File: src/rtl/eeprom_page_writer.sv
// Write sequencer for the AT24C08: splits a byte run into page-bounded i2c_mmaster
// bursts and waits out the EEPROM internal write time after each one.
module eeprom_page_writer #(
  parameter int unsigned PAGE_BITS   = 4,
  parameter int unsigned TWR_CYCLES  = 2000,
  parameter int unsigned ACK_TIMEOUT = 255
) (
  input  logic        clock_i,
  input  logic        reset_i,
  input  logic        start_i,
  input  logic [9:0]  adr_i,
  input  logic [10:0] len_i,
  input  logic        busy_i,
  input  logic        newdat_i,
  output logic        enable_o,
  output logic        rw_o,
  output logic        ur_o,
  output logic [6:0]  devadr_o,
  output logic [7:0]  regadr_o,
  output logic [15:0] datnum_o,
  output logic [9:0]  bufadr_o,
  output logic        busy_o,
  output logic        done_o,
  output logic        err_o
);

  localparam int unsigned TimerMax = (TWR_CYCLES > ACK_TIMEOUT) ? TWR_CYCLES : ACK_TIMEOUT;
  localparam int unsigned TimerW   = $clog2(TimerMax + 1);

  localparam logic [PAGE_BITS:0] PageSizeW = {1'b1, {PAGE_BITS{1'b0}}};
  localparam logic [TimerW-1:0]  AckLast   = TimerW'(ACK_TIMEOUT - 1);
  localparam logic [TimerW-1:0]  TwrLast   = TimerW'(TWR_CYCLES - 1);
  localparam logic [TimerW-1:0]  TimerOne  = TimerW'(1);

  typedef enum logic [2:0] {StIdle, StCalc, StReq, StRun, StTwr, StFin} state_e;

  state_e             r_state, w_state_next;
  logic [9:0]         r_cur_adr;
  logic [10:0]        r_rem;
  logic [TimerW-1:0]  r_timer;
  logic [15:0]        r_datnum;
  logic [9:0]         r_bufadr;
  logic               r_enable, r_busy, r_done, r_err;

  logic [10:0]        w_len;
  logic [PAGE_BITS:0] w_room;
  logic [10:0]        w_room_ext;
  logic [10:0]        w_chunk;
  logic               w_ack_expired, w_twr_expired;

  assign w_len         = (len_i > 11'd1024) ? 11'd1024 : len_i;
  // Bytes left before the next page boundary; never zero.
  assign w_room        = PageSizeW - {1'b0, r_cur_adr[PAGE_BITS-1:0]};
  assign w_room_ext    = {{(10 - PAGE_BITS){1'b0}}, w_room};
  assign w_chunk       = (r_rem < w_room_ext) ? r_rem : w_room_ext;
  assign w_ack_expired = (r_timer == AckLast);
  assign w_twr_expired = (r_timer == TwrLast);

  always_ff @(posedge clock_i) begin
    if (reset_i) r_state <= StIdle;
    else         r_state <= w_state_next;
  end

  always_comb begin
    w_state_next = r_state;
    case (r_state)
      StIdle: if (start_i) w_state_next = (len_i == 11'd0) ? StFin : StCalc;
      StCalc: w_state_next = StReq;
      StReq: begin
        if (busy_i)             w_state_next = StRun;
        else if (w_ack_expired) w_state_next = StFin;
      end
      StRun:  if (!busy_i) w_state_next = StTwr;
      StTwr:  if (w_twr_expired) w_state_next = (r_rem == 11'd0) ? StFin : StCalc;
      StFin:  w_state_next = StIdle;
      default: w_state_next = StIdle;
    endcase
  end

  always_ff @(posedge clock_i) begin
    if (reset_i) begin
      r_cur_adr <= '0;
      r_rem     <= '0;
      r_timer   <= '0;
      r_datnum  <= '0;
      r_bufadr  <= '0;
      r_enable  <= 1'b0;
      r_busy    <= 1'b0;
      r_done    <= 1'b0;
      r_err     <= 1'b0;
    end else begin
      r_done <= 1'b0;
      case (r_state)
        StIdle: begin
          if (start_i) begin
            r_cur_adr <= adr_i;
            r_rem     <= w_len;
            r_bufadr  <= '0;
            r_err     <= 1'b0;
            r_busy    <= 1'b1;
          end
        end
        StCalc: begin
          r_datnum <= {5'd0, w_chunk};
          r_timer  <= '0;
          r_enable <= 1'b1;
        end
        StReq: begin
          if (busy_i) begin
            r_enable <= 1'b0;
          end else if (w_ack_expired) begin
            r_enable <= 1'b0;
            r_err    <= 1'b1;
          end else begin
            r_timer <= r_timer + TimerOne;
          end
        end
        StRun: begin
          if (newdat_i) r_bufadr <= r_bufadr + 10'd1;
          if (!busy_i) begin
            // 10-bit add wraps 1023 -> 0 like the EEPROM address counter.
            r_cur_adr <= r_cur_adr + r_datnum[9:0];
            r_rem     <= r_rem - r_datnum[10:0];
            r_timer   <= '0;
          end
        end
        StTwr: begin
          if (!w_twr_expired) r_timer <= r_timer + TimerOne;
        end
        StFin: begin
          r_done <= 1'b1;
          r_busy <= 1'b0;
        end
        default: ;
      endcase
    end
  end

  assign enable_o = r_enable;
  assign rw_o     = 1'b0;
  assign ur_o     = 1'b1;
  assign devadr_o = {5'b10100, r_cur_adr[9:8]};
  assign regadr_o = r_cur_adr[7:0];
  assign datnum_o = r_datnum;
  assign bufadr_o = r_bufadr;
  assign busy_o   = r_busy;
  assign done_o   = r_done;
  assign err_o    = r_err;

endmodule

File: config.mk
export PLATFORM = sky130hd
export DESIGN_NAME = eeprom_page_writer
export DESIGN_NICKNAME = d
export VERILOG_FILES = /design/src/rtl/eeprom_page_writer.sv
export SDC_FILE = /design/constraint.sdc
export NUM_CORES = 1
export LEC_CHECK = 0
export BUFFER_PORTS_ARGS = -buffer_cell sky130_fd_sc_hd__buf_4
export CAP_MARGIN = 30
export CORE_ASPECT_RATIO = 0.5
export CORE_MARGIN = 2
export CORE_UTILIZATION = 35
export DETAILED_ROUTE_END_ITERATION = 6
export PLACE_DENSITY = 0.56
export SYNTH_ARGS = -nofsm -noshare
export SYNTH_HDL_FRONTEND = slang
export SYNTH_SLANG_ARGS = --single-unit
File: constraint.sdc
create_clock -name clock_i -period 3.7 [get_ports clock_i]
set_clock_uncertainty 0.15 [all_clocks]
set_input_delay 0.555 -clock clock_i [delete_from_list [all_inputs] [get_ports clock_i]]
set_output_delay 0.555 -clock clock_i [all_outputs]
set_load 0.01 [all_outputs]
==> flow_metrics.py <==
metrics = {
    "routing": {
        "first_iter_violations": 192,
        "wl_per_cell_um": 15.7,
        "drtPass1Iterations": 4,
        "wl_um": 11000,
        "vias_per_cell": 5.38,
        "vias": 3775,
        "antenna_left": 0,
        "drc_errors": 0,
    },
    "global_route": {
        "grt.busiest_layer": "met2",
        "use_met2_pct": 30.1,
        "grt_pass1_vias": 3516,
        "grt_pass1_wl_um": 17800,
        "use_met3_pct": 4.72,
        "grt_util_met1_pct": 23.8,
        "grt_max_degree": 37,
        "antenna_found_initial": 0,
        "grt_usage_pct": 18.3,
        "overflow": 0,
    },
    "logic_synthesis": {
        "yosysSeqAreaShare_pct": 29.8,
        "syn_inst": 497,
        "synth.distinct_cells": 68,
        "yosysTopAreaCellShare_pct": 29.8,
        "yosysTopAreaCell": "dfxtp_1",
        "yosys-top-cells-area": "dfxtp_1 (30%), ha_1 (8.4%), a21oi_1 (5.0%)",
        "syn_area_um2": 4030,
        "synth_edf_count": 0,
        "synth_top_flop_cell": "dfxtp_1",
        "ys_ff_latch": 60,
        "ys_async_sr_fraction_pct": 0,
        "yosysWarnings": 0,
        "syn_avg_cell_area_um2": 8.10,
    },
    "die": {
        "core_area_um2": 11100,
        "design.die.area_um2": 12400,
        "die_y_um": 79.9,
        "io_pins": 73,
        "initial_core_util_pct": 36.2,
        "rows": 27,
        "die_w_um": 156,
    },
    "clock_network": {
        "cts_buffers": 9,
        "ctsResizeCount": 0,
        "postCtsSetupBuffers": 0,
        "root_buffer": "clkbuf_16",
        "cts.sinks": 60,
        "clock_path_buffers": 2,
        "tritoncts": "yes",
        "clk_latency_ns": 0.34,
        "htreeDepth": 3,
        "path_clk_slew_ns": 0.06,
        "cts.hold.buffers_added": 0,
    },
    "worst_hold_path": {
        "hold_depth": 2,
        "min_to": "err_o",
        "min_from": "err_o",
        "min_path_type": "reg -> reg",
    },
    "worst_setup_path": {
        "crit_buf_inv": 2,
        "cp.required_ns": 3.80,
        "r2r_start": "r_cur_adr[1]",
        "worstSetupEndpointType": "flip-flop",
        "cp.arrival_ns": 2.71,
        "path_cells": "inv_1 -> ha_1 -> inv_1 -> ha_1 -> a21o_1 -> a21oi_1 -> o2111a_1 -> mux2_2 -> a211oi_1",
        "critPathMaxStageDelay_ns": 0.46,
        "setup.worst_path.class": "reg -> reg",
        "crit_path_top_delay_cell": "dfxtp_1",
        "critical_path.max_fanout": 6,
        "critPathLaunchType": "flip-flop",
        "reg2reg_depth": 9,
        "rrSetupSlack_ns": 1.09,
        "critical_path.top_delay_family": "compound AO/OA/AOI/OAI gates",
        "reg2reg_to": "datnum_o[4]",
    },
    "placed_design": {
        "dp_hpwl_um": 8120,
        "placedCellCount": 686,
        "gp_congestion": 0.836,
        "portBuffers": 60,
        "pre_cts_ws_ns": 1.10,
        "place_area_um2": 4570,
    },
    "final_layout": {
        "final_cells": 702,
        "syn_to_final_growth_pct": 21.0,
        "utilization_pct": 43.8,
        "final_nets": 607,
        "layout_common_cells": "buf_4 (65), dfxtp_1 (60), nor2_1 (52)",
        "final.fill_count": 1161,
        "postLayoutCellArea_um2": 4870,
        "drive_gt1_share_pct": 17.1,
        "num_antenna_cells": 0,
        "final_common_cell": "buf_4",
    },
    "sta": {
        "timing.fmax_mhz": 383,
        "slew_headroom_pct": 50.3,
        "finalCritPeriodShare_pct": 70.5,
        "period_needed_ns": 2.61,
        "setup_tns_ns": 0,
        "rsz0062_at_grt": "false",
        "setup_viol": 0,
        "post-route-worst-setup-slack_ns": 1.09,
        "worst_pin_slew_ns": 0.739,
        "slew_viol_final": 0,
        "hold_viol": 0,
    },
    "status": {
        "status": "complete, no violations",
    },
    "power": {
        "peakVddDrop_mv": 0.195,
        "powerDensity_nw_per_um2": 461,
        "p_leak_nw": 1.99,
    },
    "flow_run": {
        "maxCapViolCount": 0,
    },
}
==> flip-flops by register name (all words and copies together) (netlist names) <==
signal / cells
busy_o: 1
datnum_o: 11
r_state: 3
done_o: 1
r_cur_adr: 10
r_timer: 11
err_o: 1
r_rem: 11
bufadr_o: 10
enable_o: 1
==> through the flow <==
step	power, mW	hold slack (ns)
2_1_floorplan	1.21	0.328
3_3_place_gp	1.39	0.326
3_5_place_dp	1.39	0.326
4_1_cts	2.26	0.339
5_1_grt	2.37	0.365
6_report	2.25	0.327
==> worst max-delay path by stage <==
stage / cells past startpoint / from / end
floorplan: 9 / r_cur_adr[1] / datnum_o[4]
global route: 7 / datnum_o[1] / r_cur_adr[7]
global placement: 9 / r_cur_adr[1] / datnum_o[4]
CTS: 9 / r_cur_adr[1] / datnum_o[4]
detailed placement: 6 / start_i / r_cur_adr[1]
finish: 9 / r_cur_adr[1] / datnum_o[4]
==> report_power, final <==
part	internal, mW	switching, mW	leakage [nW]
clock	0.556	0.308	0.149
sequential	0.690	0.0624	0.489
combinational	0.271	0.358	1.36
total	1.52	0.728	1.99
==> logic make-up after synthesis <==
| logic type | share of synthesized area [%] |
|---|---|
| and+or+nand+nor | 21.2 |
| AOI/OAI and AO/OA | 24.6 |
| DFF | 29.8 |
| buffers and inverters | 6.65 |
| adders and majority gates | 9.38 |
| xor gates and xnor gates | 6.31 |
| muxes | 1.83 |
| other | 0.186 |
==> synthesized netlist by cell type, types with 5 or more instances <==
library cell	instances
a211oi_1	20
a21o_1	8
a21oi_1	40
a31oi_1	8
and3_1	10
buf_4	12
clkbuf_1	15
dfxtp_1	60
ha_1	27
inv_1	27
nand2_1	32
nand2b_1	5
nand3_1	7
nand4_1	8
nor2_1	52
nor3_1	14
nor4_1	5
o21ai_0	23
o21ai_1	7
or3_1	7
xnor2_1	13
xor2_1	16
==> layout make-up <==
cell class / instances / area [µm²] / area share, %
clock buffer: 12 / 256 / 5.26
clock inverter: 4 / 47.5 / 0.976
inverter: 27 / 101 / 2.08
multi-input combinational: 389 / 2600 / 53.3
sequential: 60 / 1200 / 24.7
tap: 145 / 181 / 3.72
timing repair buffer: 65 / 488 / 10.0
==> worst min-delay path, cell delays in order, from the launching register on <==
cell and delay [ns]:
dfxtp_1 0.32, a41oi_1 0.04, nor2_1 0.07
==> layer usage <==
layer	vias to the layer above	part of all wire [%]
li1	1918	-
met1	1785	50
met2	62	45
met3	10	3.5
met4	0	1.2
met5	-	0
Note: power is estimated with default switching activity, not from simulation.
